==> config.mk <==
export PLATFORM = sky130hd
export DESIGN_NAME = debug_loader
export DESIGN_NICKNAME = d
export VERILOG_FILES = /design/src/rtl/debug_loader.sv
export SDC_FILE = /design/constraint.sdc
export NUM_CORES = 1
export LEC_CHECK = 0
export CAP_MARGIN = 30
export CORE_AREA = 5 5 151 153
export CTS_CLUSTER_DIAMETER = 150
export DETAILED_ROUTE_END_ITERATION = 16
export DIE_AREA = 0 0 156 158
export DONT_BUFFER_PORTS = 1
export PLACE_DENSITY_LB_ADDON = 0.12
export SLEW_MARGIN = 10
export SYNTH_ARGS = -nofsm -noshare
export SYNTH_HDL_FRONTEND = slang
export SYNTH_SLANG_ARGS = --single-unit
==> constraint.sdc <==
create_clock -name clock -period 7.4 [get_ports clock]
set_clock_uncertainty 0.15 [all_clocks]
set_input_delay 1.48 -clock clock [delete_from_list [all_inputs] [get_ports clock]]
set_output_delay 1.48 -clock clock [all_outputs]
set_load 0.01 [all_outputs]
==> src/rtl/debug_loader.sv <==
// UART-driven program loader and run/step/dump controller; all outputs registered, TX waits on tx_busy.
// DEBUG_LOADER_TIMEOUT_EN adds an idle-byte abort (NAK) while a load is in progress.
module debug_loader #(
  parameter int ADDR_W         = 10,
  parameter int TIMEOUT_CYCLES = 1_000_000
) (
  input  logic              clock,
  input  logic              reset,
  input  logic [7:0]        rx_data,
  input  logic              rx_valid,
  input  logic              tx_busy,
  output logic [7:0]        tx_data,
  output logic              tx_start,
  output logic              imem_we,
  output logic [ADDR_W-1:0] imem_addr,
  output logic [31:0]       imem_wdata,
  output logic              cpu_reset,
  output logic              cpu_enable,
  input  logic [ADDR_W-1:0] pc_in,
  input  logic              halt_in
);

`ifdef DEBUG_LOADER_TIMEOUT_EN
  localparam bit TIMEOUT_EN = 1'b1;
`else
  localparam bit TIMEOUT_EN = 1'b0;
`endif

  localparam logic [7:0] CMD_LOAD  = 8'h4C;
  localparam logic [7:0] CMD_RUN   = 8'h52;
  localparam logic [7:0] CMD_STEP  = 8'h53;
  localparam logic [7:0] CMD_DUMP  = 8'h44;
  localparam logic [7:0] CMD_PAUSE = 8'h50;
  localparam logic [7:0] ACK       = 8'h06;
  localparam logic [7:0] NAK       = 8'h15;

  typedef enum logic [3:0] {IDLE, CNT_HI, CNT_LO, DATA, WRITE, RUN, STEP, DUMP, TX} state_t;
  typedef enum logic [1:0] {TX_WAIT, TX_PULSE, TX_SKIP} tx_phase_t;

  state_t            state;
  tx_phase_t         tx_phase;
  logic [31:0]       cycle_count;
  logic [ADDR_W-1:0] word_count;
  logic [ADDR_W-1:0] word_idx;
  logic [1:0]        byte_idx;
  logic [23:0]       data_sr;
  logic [47:0]       tx_sr;
  logic [2:0]        tx_left;
  logic [31:0]       idle_count;
  logic              in_load;
  logic              timeout;

  assign in_load = (state == CNT_HI) || (state == CNT_LO) || (state == DATA);
  assign timeout = TIMEOUT_EN && in_load && (idle_count == 32'(TIMEOUT_CYCLES));

  always_ff @(posedge clock) begin
    if (reset || !in_load || rx_valid) begin
      idle_count <= '0;
    end else if (TIMEOUT_EN) begin
      idle_count <= idle_count + 32'd1;
    end
  end

  always_ff @(posedge clock) begin
    if (reset) begin
      state       <= IDLE;
      tx_phase    <= TX_WAIT;
      tx_data     <= '0;
      tx_start    <= 1'b0;
      imem_we     <= 1'b0;
      imem_addr   <= '0;
      imem_wdata  <= '0;
      cpu_reset   <= 1'b0;
      cpu_enable  <= 1'b0;
      cycle_count <= '0;
      word_count  <= '0;
      word_idx    <= '0;
      byte_idx    <= '0;
      data_sr     <= '0;
      tx_sr       <= '0;
      tx_left     <= '0;
    end else begin
      tx_start <= 1'b0;
      imem_we  <= 1'b0;
      if (cpu_enable) cycle_count <= cycle_count + 32'd1;

      if (timeout) begin
        state     <= TX;
        tx_phase  <= TX_WAIT;
        tx_sr     <= {NAK, 40'd0};
        tx_left   <= 3'd1;
        cpu_reset <= 1'b0;
      end else begin
        case (state)
          IDLE: begin
            if (rx_valid) begin
              case (rx_data)
                CMD_LOAD: begin
                  state     <= CNT_HI;
                  cpu_reset <= 1'b1;
                end
                CMD_RUN: begin
                  state      <= RUN;
                  cpu_enable <= 1'b1;
                end
                CMD_STEP: begin
                  state      <= STEP;
                  cpu_enable <= 1'b1;
                end
                CMD_DUMP: state <= DUMP;
                default: begin
                  state    <= TX;
                  tx_phase <= TX_WAIT;
                  tx_sr    <= {NAK, 40'd0};
                  tx_left  <= 3'd1;
                end
              endcase
            end
          end
          CNT_HI: begin
            if (rx_valid) begin
              word_count[ADDR_W-1:8] <= rx_data[ADDR_W-9:0];
              state                  <= CNT_LO;
            end
          end
          CNT_LO: begin
            if (rx_valid) begin
              if ({word_count[ADDR_W-1:8], rx_data} == '0) begin
                state       <= TX;
                tx_phase    <= TX_WAIT;
                tx_sr       <= {ACK, 40'd0};
                tx_left     <= 3'd1;
                cpu_reset   <= 1'b0;
                cycle_count <= '0;
              end else begin
                word_count[7:0] <= rx_data;
                word_idx        <= '0;
                byte_idx        <= '0;
                state           <= DATA;
              end
            end
          end
          DATA: begin
            if (rx_valid) begin
              // big-endian: first byte ends up in bits 31:24
              data_sr  <= {data_sr[15:0], rx_data};
              byte_idx <= byte_idx + 2'd1;
              if (byte_idx == 2'd3) begin
                imem_we    <= 1'b1;
                imem_addr  <= word_idx;
                imem_wdata <= {data_sr, rx_data};
                state      <= WRITE;
              end
            end
          end
          WRITE: begin
            word_idx <= word_idx + ADDR_W'(1);
            if (word_idx + ADDR_W'(1) == word_count) begin
              state       <= TX;
              tx_phase    <= TX_WAIT;
              tx_sr       <= {ACK, 40'd0};
              tx_left     <= 3'd1;
              cpu_reset   <= 1'b0;
              cycle_count <= '0;
            end else begin
              state <= DATA;
            end
          end
          RUN: begin
            if (halt_in || (rx_valid && rx_data == CMD_PAUSE)) begin
              cpu_enable <= 1'b0;
              state      <= DUMP;
            end
          end
          STEP: begin
            cpu_enable <= 1'b0;
            state      <= DUMP;
          end
          DUMP: begin
            tx_sr    <= {16'(pc_in), cycle_count};
            tx_left  <= 3'd6;
            tx_phase <= TX_WAIT;
            state    <= TX;
          end
          TX: begin
            // pulse, one skip cycle so the UART can raise busy, then wait again
            case (tx_phase)
              TX_WAIT: begin
                if (!tx_busy) begin
                  tx_data  <= tx_sr[47:40];
                  tx_start <= 1'b1;
                  tx_sr    <= {tx_sr[39:0], 8'd0};
                  tx_left  <= tx_left - 3'd1;
                  tx_phase <= TX_PULSE;
                end
              end
              TX_PULSE: tx_phase <= TX_SKIP;
              TX_SKIP: begin
                tx_phase <= TX_WAIT;
                if (tx_left == 3'd0) state <= IDLE;
              end
              default: tx_phase <= TX_WAIT;
            endcase
          end
          default: state <= IDLE;
        endcase
      end
    end
  end

endmodule
* After elaboration in Yosys (flattened, before gate mapping)
Index checks and enable logic that the tools add are counted.
** Storage, ports and cells
- Register bits after elaboration :: 189
- Latch bits :: 0
- Memory bits (writable) :: 0
- ROM bits :: 0
- Output and inout port bits :: 54
- Word-level logic and storage cells :: 148
- Memories kept :: 0
** Operators by class
- Add/sub/neg operators :: 4
- $mul :: 0
- Div/mod/pow operators :: 0
- $lt $le $gt $ge :: 0
- Eq/ne operators :: 34
- Shift operators :: 0
- Mux-type cells :: 60
- Bitwise logic cells :: 6
- Reduce and logical (&&, ||, !) cells :: 27
** Operators with widths (count)
- $mux W48 :: 7
- $pmux W48 S5 :: 1
- $mux W32 :: 4
- $pmux W32 S2 :: 1
- $eq A8 B7 Y1 const B :: 5
- $mux W4 :: 10
- $pmux W4 S9 :: 1
- $add A32 B1 Y32 const B :: 1
- $ne A2 B2 Y1 const B :: 12
- $mux W3 :: 7
- $mux W10 :: 2
- $pmux W10 S2 :: 1
- $mux W2 :: 9
- $eq A4 B3 Y1 const B :: 4
- $pmux W4 S4 :: 1
- $reduce_and A8 Y1 :: 2
- $pmux W3 S5 :: 1
- $reduce_and A3 Y1 :: 4
- $add A10 B1 Y10 const B :: 1
- $eq A10 B10 Y1 :: 1
- $logic_not A10 Y1 :: 1
- $mux W1 :: 10
- $pmux W2 S5 :: 1
- $eq A4 B2 Y1 const B :: 2
- 26 further kinds :: 42

* Depth between registers and ports, before layout
Gate-level depths: netlist of run 1.
- Depth after elaboration :: 5
- Mapped depth :: 11
- Mapped depth without buffers :: 8

* Least setup slack after synthesis of run 1
Ideal clock, no wire load.
- Path kind :: input-to-reg
- Start point :: input rx_data[0]
- End point :: register tx_sr[11]
- Setup time :: 0.142 ns
- Data arrival time :: 3.146 ns
- Data required time :: 7.108 ns
- Setup slack :: 3.962 ns
- Cell stages on the path :: 10
- Path buffers :: 3
- Cell sequence :: clkbuf_1 -> nor4b_1 -> o211ai_1 -> nand3_1 -> a21oi_1 -> and3_1 -> buf_4 -> buf_4 -> a21oi_1 -> a311oi_1
** On the way
- Word-level cells in the longest chain between the ends :: 4
** RTL lines
- from (decl) :: line 9 : input logic [7:0] rx_data,
- $eq A8 B7 Y1 :: line 97 : case (rx_data)
- $reduce_or A4 Y1 (no line)
- $ne A2 B2 Y1 (no line)
- $reduce_and A8 Y1 (no line) *
- to (signal assigned) :: line 90 : tx_sr <= {NAK, 40'd0};
- to (signal assigned) :: line 114 : tx_sr <= {NAK, 40'd0};
- to (signal assigned) :: line 131 : tx_sr <= {ACK, 40'd0};
- to (decl) :: line 47 : logic [47:0] tx_sr;
Mark *: on every way between the ends. The rest lies on a longest branch, timed or not.
A chain may end at the register's enable or synchronous reset.

* Worst setup path in the final report of run 1
- Start point :: register state[3]
- End point :: register tx_sr[44]
** On the way
- Word-level cells in the longest chain between the ends :: 3
** RTL lines
- from (decl) :: line 40 : state_t state;
- from (signal assigned) :: line 66 : state <= IDLE;
- from (signal assigned) :: line 88 : state <= TX;
- from (signal assigned) :: line 99 : state <= CNT_HI;
- $eq A4 B2 Y1, or another cell as far along :: line 94 : case (state)
- $reduce_bool A5 Y1 (no line), or another cell as far along
- $reduce_and A8 Y1 (no line)
Parallel ways exist; a longest one is shown, timed or not.

==> flow_summary.toml, run 1 <==
[run_status]
run_status = "finished, final reports clean"

[setup_path]
startpoint_type = "flip-flop"
required_ps = 7580
crit_path_cell_trace = "clkinv_1, nor4_4, buf_4, nand2b_1, nand3_1, nor4_1, a31o_2"
critical-path-slowest-cell = "dfxtp_1"
worstSetupEndpointType = "flip-flop"
crit_type = "reg2reg"
critical_path_fanouts_max = 43
max_stage_delay_ps = 720
worstPathArrival_ps = 3440

[floorplan]
start_util = 0.3901
design.die.area_um2 = 24650
die_x_um = 156
floorplan.core_area_um2 = 21420
design.portCount = 77
chipHeight_um = 158
core.rowCount = 54

[clock_network]
clock_tree.buffer_depth = 2
cts_tree = "built"
clk_transition_reported_paths_ps = 80
holdBufCountCts = 0
clock_latency_ps = 430
cts_inserted_buffers = 17
clock_tree.htree_level_count = 4
cts_setup_buffers = 0
cts.repair.resized = 0
clock_tree.root_cell = "clkbuf_16"
clkSinkCount = 189

[detailed_routing]
vias = 6720
route.antenna.remaining_nets = 0
drt_pass1_iterations = 4
detailedRoute.firstIterationViolations = 543
remaining_drc_errors = 0
avgRoutedWirePerCell_um = 17.22
routed_wirelength_um = 21350
detail_route.vias_per_cell = 5.419

[yosys]
avgSynthCellArea_um2 = 8.356
synth.net_count = 1028
syn-cell-area_um2 = 8356
synth_seq_cells = 189
predominant_post_synthesis_flop_cell = "dfxtp_1"
synth_seq_area_share = 0.4528
post_synth_cell_types = 65
synth.most_common_cell = "nand2_1"
synth-async-reset-ratio = 0
post-synth-top-area-fraction = 0.4528
number_of_warnings_issued_by_yosys = 0
synth_edf_count = 0
synth_area_leader_cell = "dfxtp_1"
top_cells_by_area_synth = "dfxtp_1, nand2_1, a21oi_1"
post_syn_instances = 1000
synth_top_cells_by_count = "nand2_1, dfxtp_1, a21oi_1"

[grt]
antenna_violations_before_repair = 0
vias_in_the_first_global_route = 6268
grt_overflow = 0
globalRouteTotalUtil = 0.1704
grt_first_pass_wirelength_um = 34370
grt_start_max_net_pins = 157

[layout]
antenna_diode_count = 0
finalNetCount = 975
filler_cells = 2192
design_area_um2 = 9007
regArea_um2 = 3784
multiInputGateArea_um2 = 4101
final_layout_size_suffix_gt1_frac = 0.08021
area_growth_syn_to_layout_pct = 7.802

[timing]
fmax_mhz = 306.5
finalHoldViolations = 0
setup_viol = 0
layout_worst_path_cycle_share = 0.4409
timing_worst_slew_pin_value_ps = 875.9
rsz_0062_raised_after_global_routing = "no"
drv_slew = 0
timing.final.crit_period_ps = 3262
max-slew-margin-rel = 0.4147
timing.setup.tns_ps = 0

[placed_design]
detailedPlacementHpwl_um = 13610
gp_routability_congestion = 0.8382
buffer_ports.inserted = 0
dpl-instance-area_um2 = 8353

[run]
cap_violations = 0

[power_and_ir_drop]
power_density_nw_per_um2 = 327.7
total_leakage_power_nw = 2.910
max-vdd-ir-drop_uv = 182.5

[hold_path]
hp-class = "reg2reg"
==> cell type report <==
type,count,share of cell area
Clock inverter,15,0.02375
Multi-Input combinational cell,722,0.4553
Timing Repair Buffer,11,0.01222
Inverter,6,0.002500
Clock buffer,17,0.04723
Sequential cell,189,0.4201
Tap cell,280,0.03889
==> metrics by stage <==
| stage | util | hold WS, ps | power [mW] | setup WS, ps | std cells |
|---|---|---|---|---|---|
| after floorplan | - | 277.3 | 1.891 | 3962 | 1000 |
| after global placement | 0.3887 | 284.8 | 1.993 | 3788 | 1206 |
| after detailed placement | 0.3900 | 290.2 | 2.004 | 3758 | 1207 |
| after CTS | 0.4199 | 302.8 | 2.978 | 4127 | 1239 |
| after global routing | 0.4206 | 319.4 | 3.114 | 3905 | 1240 |
| final | 0.4206 | 305.2 | 2.952 | 4138 | 1240 |
==> power by group <==
part | internal (mW) | switching, mW | leakage [nW]
clock network | 0.499 | 0.476 | 0.306
logic | 0.291 | 0.490 | 1.07
registers | 1.11 | 0.0896 | 1.53
==> final timing paths <==
| check | cells after the start | to | start | slack (ps) |
|---|---|---|---|---|
| setup / recovery | 7 | tx_sr[44] | state[3] | 4140 |
| hold / removal | 2 | imem_wdata[24] | data_sr[16] | 310 |
| setup reg to reg | 7 | tx_sr[44] | state[3] | 4140 |
| hold reg to reg | 2 | imem_wdata[24] | data_sr[16] | 310 |
==> cells by family (layout without fill, tap and decap cells) <==
kind of cell / count (synthesis) / after routing / synth area share
AOI/OAI and AO/OA: 284 / 284 / 0.2216
xor gates and xnor gates: 46 / 46 / 0.04822
adders and majority gates: 5 / 5 / 0.007487
buffers and inverters: 89 / 49 / 0.05795
DFF: 189 / 189 / 0.4528
muxes: 6 / 6 / 0.007338
and+or+nand+nor: 381 / 381 / 0.2046
==> flip-flops by register name, indices dropped and copies added (netlist names), 3 cells and up <==
register,flops
cycle_count,32
data_sr,24
imem_addr,10
imem_wdata,32
state,4
tx_data,8
tx_left,3
tx_sr,48
word_count,10
word_idx,10
==> routing by layer <==
layer / vias up / wire, um / global-route usage
met1: 3197 / 10100 / 0.2259
met5: - / 0 / 0
met2: 91 / 10240 / 0.2827
li1: 3416 / - / -
met4: 0 / 232 / 0.04835
met3: 16 / 772 / 0.03472
==> cell usage in the layout, fill, tap and decap left out, types with 8 or more instances in the layout <==
cell       instances
o21ai_0           31
xnor2_1           15
a311oi_1          30
and3_1            10
a22oi_1           33
nor2_1            78
a21oi_1          136
clkbuf_16         17
dfxtp_1          189
a21oi_2            8
xor2_1            31
nand3_1           21
nand4_1           10
buf_4              9
a311oi_2           8
nor4_1            11
nand2_1          209
==> critical path, delay by kind of cell (launching register included) <==
kind                   cells  cell delay (ps)
and+or+nand+nor            4             1150
DFF                        1              720
AOI/OAI and AO/OA          1              230
buffers and inverters      2              900
Power figures use the tool's default switching activity.
==> inputs of run 2 (changes only) <==
==> constraint.sdc (replaced) <==
create_clock -name clock -period 2.8 [get_ports clock]
set_clock_uncertainty 0.15 [all_clocks]
set_input_delay 0.56 -clock clock [delete_from_list [all_inputs] [get_ports clock]]
set_output_delay 0.56 -clock clock [all_outputs]
set_load 0.01 [all_outputs]
==> run 2 against run 1 <==
Count of clock-buffer cells in the layout stayed put; clock power grew to 2.5 times the previous value; critical path depth is 3 higher; cell count is 2.7% higher; setup slack worse by 4000 ps; combinational power grew to 3.2 times the previous value; sequential share of layout area is 1.4 points lower; via count is 3.2% higher; core utilization is 1.5 points higher; worst hold slack worse by 260 ps; cell area is 3.6% higher; largest cell class unchanged; largest power group unchanged.
==> flow_summary.toml, run 2 (synthesis gave the netlist of run 1 again) <==
[run_status]
run_status = "finished, final reports clean"

[grt]
grt_overflow = 0
grt_start_max_net_pins = 157
vias_in_the_first_global_route = 6593
grt_first_pass_wirelength_um = 35310
antenna_violations_before_repair = 1
globalRouteTotalUtil = 0.1764

[timing]
drv_slew = 0
timing.setup.tns_ps = 0
finalHoldViolations = 0
fmax_mhz = 378.5
rsz_0062_raised_after_global_routing = "no"
timing.final.crit_period_ps = 2642
hold_slack_ps = 44.23
timing_worst_slew_pin_value_ps = 683.0
setup_viol = 0
layout_worst_path_cycle_share = 0.9435
max-slew-margin-rel = 0.5420

[detailed_routing]
wl_met1_um = 9913
route.antenna.remaining_nets = 0
dr_wl_met3_um = 1198
avgRoutedWirePerCell_um = 17.13
wl_met2_um = 10290
highest-signal-layer = "met4"
detailedRoute.firstIterationViolations = 404
detail_route.vias_per_cell = 5.442
vias = 6933
remaining_drc_errors = 0
drt_pass1_iterations = 4
routed_wirelength_um = 21820

[setup_path]
crit_path_cell_trace = "ha_1, nand3_1, nor2_1, or4b_1, and3_4, o31ai_4, buf_4, clkbuf_16, a21oi_1, a311oi_1"
critical_path.top_delay_family = "simple AND/OR/NAND/NOR gates"
startpoint_type = "flip-flop"
worstPathArrival_ps = 2830
max_stage_delay_ps = 470
critical_path_fanouts_max = 13
crit_type = "reg2reg"
required_ps = 2990
worstSetupEndpointType = "flip-flop"
worst_setup_path_startpoint = "word_idx[0]"
worstPathBufferInverterCount = 2
crit-reg2reg-launch = "word_idx[0]"
critical-path-slowest-cell = "or4b_1"

[clock_network]
clock_tree.htree_level_count = 4
holdBufCountCts = 0
clock_tree.buffer_depth = 2
clock_latency_ps = 440
clk_transition_reported_paths_ps = 80
clock_tree.root_cell = "clkbuf_16"
clkSinkCount = 189
cts_tree = "built"
cts_inserted_buffers = 17

[floorplan]
start_util = 0.3901
design.die.area_um2 = 24650
die_x_um = 156
design.portCount = 77
core.rowCount = 54
floorplan.core_area_um2 = 21420
chipHeight_um = 158

[layout]
filler_cells = 2180
max_flop_register = "tx_sr"
final_core_utilization = 0.4357
reg_top3 = "tx_sr x48, cycle_count x32, imem_wdata x32"
area_growth_syn_to_layout_pct = 11.68
design_area_um2 = 9331
largest_register_ffs = 48
finalNetCount = 1008
layout.cells.most_common_list = "nand2_1, dfxtp_1, a21oi_1, nor2_1, buf_4"
final_layout_size_suffix_gt1_frac = 0.1158
final_common_cell = "nand2_1"

[hold_path]
hp-class = "in2reg"
timing.hold.worst.start = "reset"

[placed_design]
dpl-instance-area_um2 = 8641
detailedPlacementHpwl_um = 14180
buffer_ports.inserted = 0
gp_routability_congestion = 0.8098

[run]
cap_violations = 0

[power_and_ir_drop]
total_leakage_power_nw = 3.091
post-layout-total-power_mw = 8.044
max-vdd-ir-drop_uv = 644.8
power_density_nw_per_um2 = 862.1
## run 2: changes by cell type in the layout (fill, tap and decap cells not counted), sizes merged
cell	previous run	this run
buf	11	43
clkinv	6	8
clkbuf	17	18
bufinv	1	0
inv	13	12
diode	0	1
## run 2: power by group
| group | switching, mW | internal [mW] |
|---|---|---|
| clock network | 1.25 | 1.23 |
| logic | 1.44 | 1.04 |
| registers | 0.164 | 2.93 |
| total | 2.86 | 5.19 |
## run 2: worst register-to-register path, delay by kind of cell, from the launching register on
family / cells / cell delay (ps)
AO/OA/AOI/OAI: 3 / 600
adder cells (fa/ha/maj): 1 / 230
AND/OR/NAND/NOR: 4 / 900
buffers and inverters: 2 / 370
flip-flops: 1 / 310
## run 2: final cells by class
cell class | count | area (um^2) | area share
repair buffers | 44 | 422.9 | 0.04532
flip-flops and latches | 189 | 3786 | 0.4057
diodes | 1 | 2.502 | 0.0002682
well taps | 280 | 350.3 | 0.03754
inverters | 6 | 22.52 | 0.002414
clock buffers | 17 | 425.4 | 0.04559
multi-input cells | 722 | 4129 | 0.4425
clock inverters | 15 | 192.7 | 0.02065
## run 2: path summary, 6_finish.rpt
| path | end | slack [ps] | depth (start not counted) |
|---|---|---|---|
| max | tx_sr[32] | 160 | 10 |
| min | tx_data[1] | 40 | 1 |
| max reg2reg | tx_sr[32] | 160 | 10 |
| min reg2reg | tx_data[3] | 290 | 2 |
## run 2: timing repair
item	CTS	global route
buffers inserted	0	2
setup endpoints to repair	0	61
gates resized for setup	0	6
## run 2: through the flow
stage / cells / setup slack (ps)
floorplan: 1000 / 93.66
global placement: 1238 / 86.10
detailed placement: 1238 / 53.64
CTS: 1270 / 32.12
global route: 1274 / 18.55
finish: 1274 / 158.2
## run 2: layer usage
| layer | global-route usage | vias up |
|---|---|---|
| met5 | 0 | - |
| met4 | 0.05794 | 0 |
| met3 | 0.04429 | 27 |
| met2 | 0.2821 | 142 |
| met1 | 0.2343 | 3280 |
| li1 | - | 3484 |
==> inputs of run 3 (changes only) <==
--- a/config.mk
+++ b/config.mk
@@ -6,6 +6,8 @@
 export NUM_CORES = 1
 export LEC_CHECK = 0
 export CAP_MARGIN = 30
+export CELL_PAD_IN_SITES_DETAIL_PLACEMENT = 0
+export CELL_PAD_IN_SITES_GLOBAL_PLACEMENT = 1
 export CORE_AREA = 5 5 151 153
 export CTS_CLUSTER_DIAMETER = 150
 export DETAILED_ROUTE_END_ITERATION = 16
==> run 3 against run 2 <==
Global-route usage up 0.085 points; power is 0.23% lower; setup slack got worse by 18 ps; cell count is 0.24% lower; sequential power hardly changed; combinational power decreased by 3%; largest power group unchanged; largest cell class unchanged; clock power is 2% higher; sequential share of layout area up 0.11 points; via count is 1.4% lower; critical endpoint is now tx_sr[10].
==> flow_summary.toml, run 3 (synthesis gave the netlist of run 1 again) <==
[setup_path]
r2r.worst_path.cells = 9
required_ps = 2940
worstSetupEndpointType = "flip-flop"
crit_type = "reg2reg"
setup.reg_to_reg.worst_slack_ps = 140
critical_path_fanouts_max = 25
worstPathArrival_ps = 2800
crit-reg2reg-launch = "word_idx[1]"
reg_to_reg_end = "tx_sr[10]"
startpoint_type = "flip-flop"

[timing]
fin_ws_ps = 140.5
layout_worst_path_cycle_share = 0.9498
max-slew-margin-rel = 0.6726
setup_viol = 0
finalHoldViolations = 0
drv_slew = 0
timing_worst_slew_pin_value_ps = 491.1
fmax_mhz = 376.0
hold_slack_ps = 73.73
timing.final.crit_period_ps = 2660

[clock_network]
clk_transition_reported_paths_ps = 70
clkSinkCount = 189
cts_tree = "built"
clock_tree.buffer_depth = 2
clock_tree.htree_level_count = 4
cts_inserted_buffers = 17
clock_latency_ps = 440
clock_tree.root_cell = "clkbuf_16"
holdBufCountCts = 0

[power_and_ir_drop]
power.share.combinational = 0.299
power_density_nw_per_um2 = 862.6
total_switching_power_mw = 2.857
cellInternalPower_mw = 5.169
power.share.clock = 0.315
power.share.sequential = 0.386
total_leakage_power_nw = 3.088
sw_ratio = 0.3560
max-vdd-ir-drop_uv = 505.3
post-layout-total-power_mw = 8.026

[detailed_routing]
avgRoutedWirePerCell_um = 17.46
remaining_drc_errors = 0
detail_route.vias_per_cell = 5.378
route.antenna.remaining_nets = 0
drt_pass1_iterations = 5
vias = 6835
routed_wirelength_um = 22200
detailedRoute.firstIterationViolations = 407

[layout]
design_area_um2 = 9305
antenna_diode_count = 0
final_cells = 1271
layout.cells.most_common_list = "nand2_1, dfxtp_1, a21oi_1, nor2_1, buf_4"
final_common_cell = "nand2_1"
largest_register_ffs = 48
finalNetCount = 1006
area_growth_syn_to_layout_pct = 11.37
final_layout_size_suffix_gt1_frac = 0.1130
filler_cells = 2212
reg_top3 = "tx_sr x48, cycle_count x32, imem_wdata x32"
max_flop_register = "tx_sr"

[floorplan]
start_util = 0.3901
chipHeight_um = 158
floorplan.core_area_um2 = 21420
design.die.area_um2 = 24650
die_x_um = 156
core.rowCount = 54
design.portCount = 77

[run]
cap_violations = 0

[hold_path]
min_delay_path_depth = 1
hp-class = "in2reg"
timing.hold.worst.start = "reset"
hold-path-endpoint = "word_count[3]"

[placed_design]
detailedPlacementHpwl_um = 14330
buffer_ports.inserted = 0
place.detailed.instances = 1237
gp_routability_congestion = 0.8290
dp_worst_setup_slack_ps = 42.02
dpl-instance-area_um2 = 8621

[grt]
globalRouteTotalUtil = 0.1773
grt_overflow = 0
antenna_violations_before_repair = 0
vias_in_the_first_global_route = 6585
grt_start_max_net_pins = 157
grt_first_pass_wirelength_um = 35290

[run_status]
run_status = "finished, final reports clean"
[run 3: cell types whose count changed in the layout (fill, tap and decap cells not counted), sizes merged]
cell	change
buf	-2
clkinv	-2
diode	-1
inv	+2
[run 3: stage by stage]
step / utilization / TNS, ps
finish: 0.4345 / 0
floorplan: - / 0
CTS: 0.4319 / 0
global placement: 0.4025 / 0
detailed placement: 0.4025 / 0
global route: 0.4345 / -8.906
[run 3: routing by layer]
| metal | share of wire | track usage | routed length (um) | up-vias |
|---|---|---|---|---|
| li1 | - | - | - | 3477 |
| met1 | 0.45 | 0.2287 | 10090 | 3215 |
| met2 | 0.49 | 0.2983 | 10820 | 128 |
| met3 | 0.047 | 0.04429 | 1049 | 15 |
| met4 | 0.011 | 0.04502 | 238 | 0 |
| met5 | 0 | 0 | 0 | - |
[run 3: critical path: stages (launching register included)]
cell and delay (ps):
dfxtp_1 330, ha_1 220, nand3_1 140, nor2_1 80, or4b_1 470, and3_4 190
o31a_4 430, nor2_8 190, buf_12 190, a311oi_1 110
[run 3: layout make-up]
type	count	area [um^2]	share of cell area
flip-flops and latches	189	3786	0.4069
clock inverters	15	205.2	0.02205
well taps	280	350.3	0.03765
multi-input cells	722	4120	0.4428
clock buffers	17	425.4	0.04572
repair buffers	42	395.4	0.04249
inverters	6	22.52	0.002420
[run 3: how the worst max path moves through the flow]
stage,slack [ps],startpoint,end,depth (start not counted)
6_report,140,word_idx[1],tx_sr[10],9
5_1_grt,-9,word_idx[1],tx_sr[42],10
4_1_cts,30,word_idx[1],tx_sr[10],10
3_5_place_dp,40,word_idx[1],tx_sr[27],10
3_3_place_gp,110,word_idx[1],tx_sr[27],10
2_1_floorplan,90,word_idx[0],tx_sr[33],11
[run 3: power groups by stage]
stage | logic [mW] | registers [mW] | clock network (mW)
after floorplan | 1.90 | 3.09 | 0
after global placement | 2.39 | 3.16 | 0
after detailed placement | 2.39 | 3.16 | 0
after CTS | 2.40 | 3.10 | 2.61
after global routing | 2.65 | 3.12 | 2.72
final | 2.40 | 3.10 | 2.53
[run 3: repair_timing]
| item | 4_1_cts | 5_1_grt |
|---|---|---|
| setup endpoints to repair | 0 | 79 |
| buffers inserted | 0 | 1 |
| gates resized for setup | 0 | 6 |
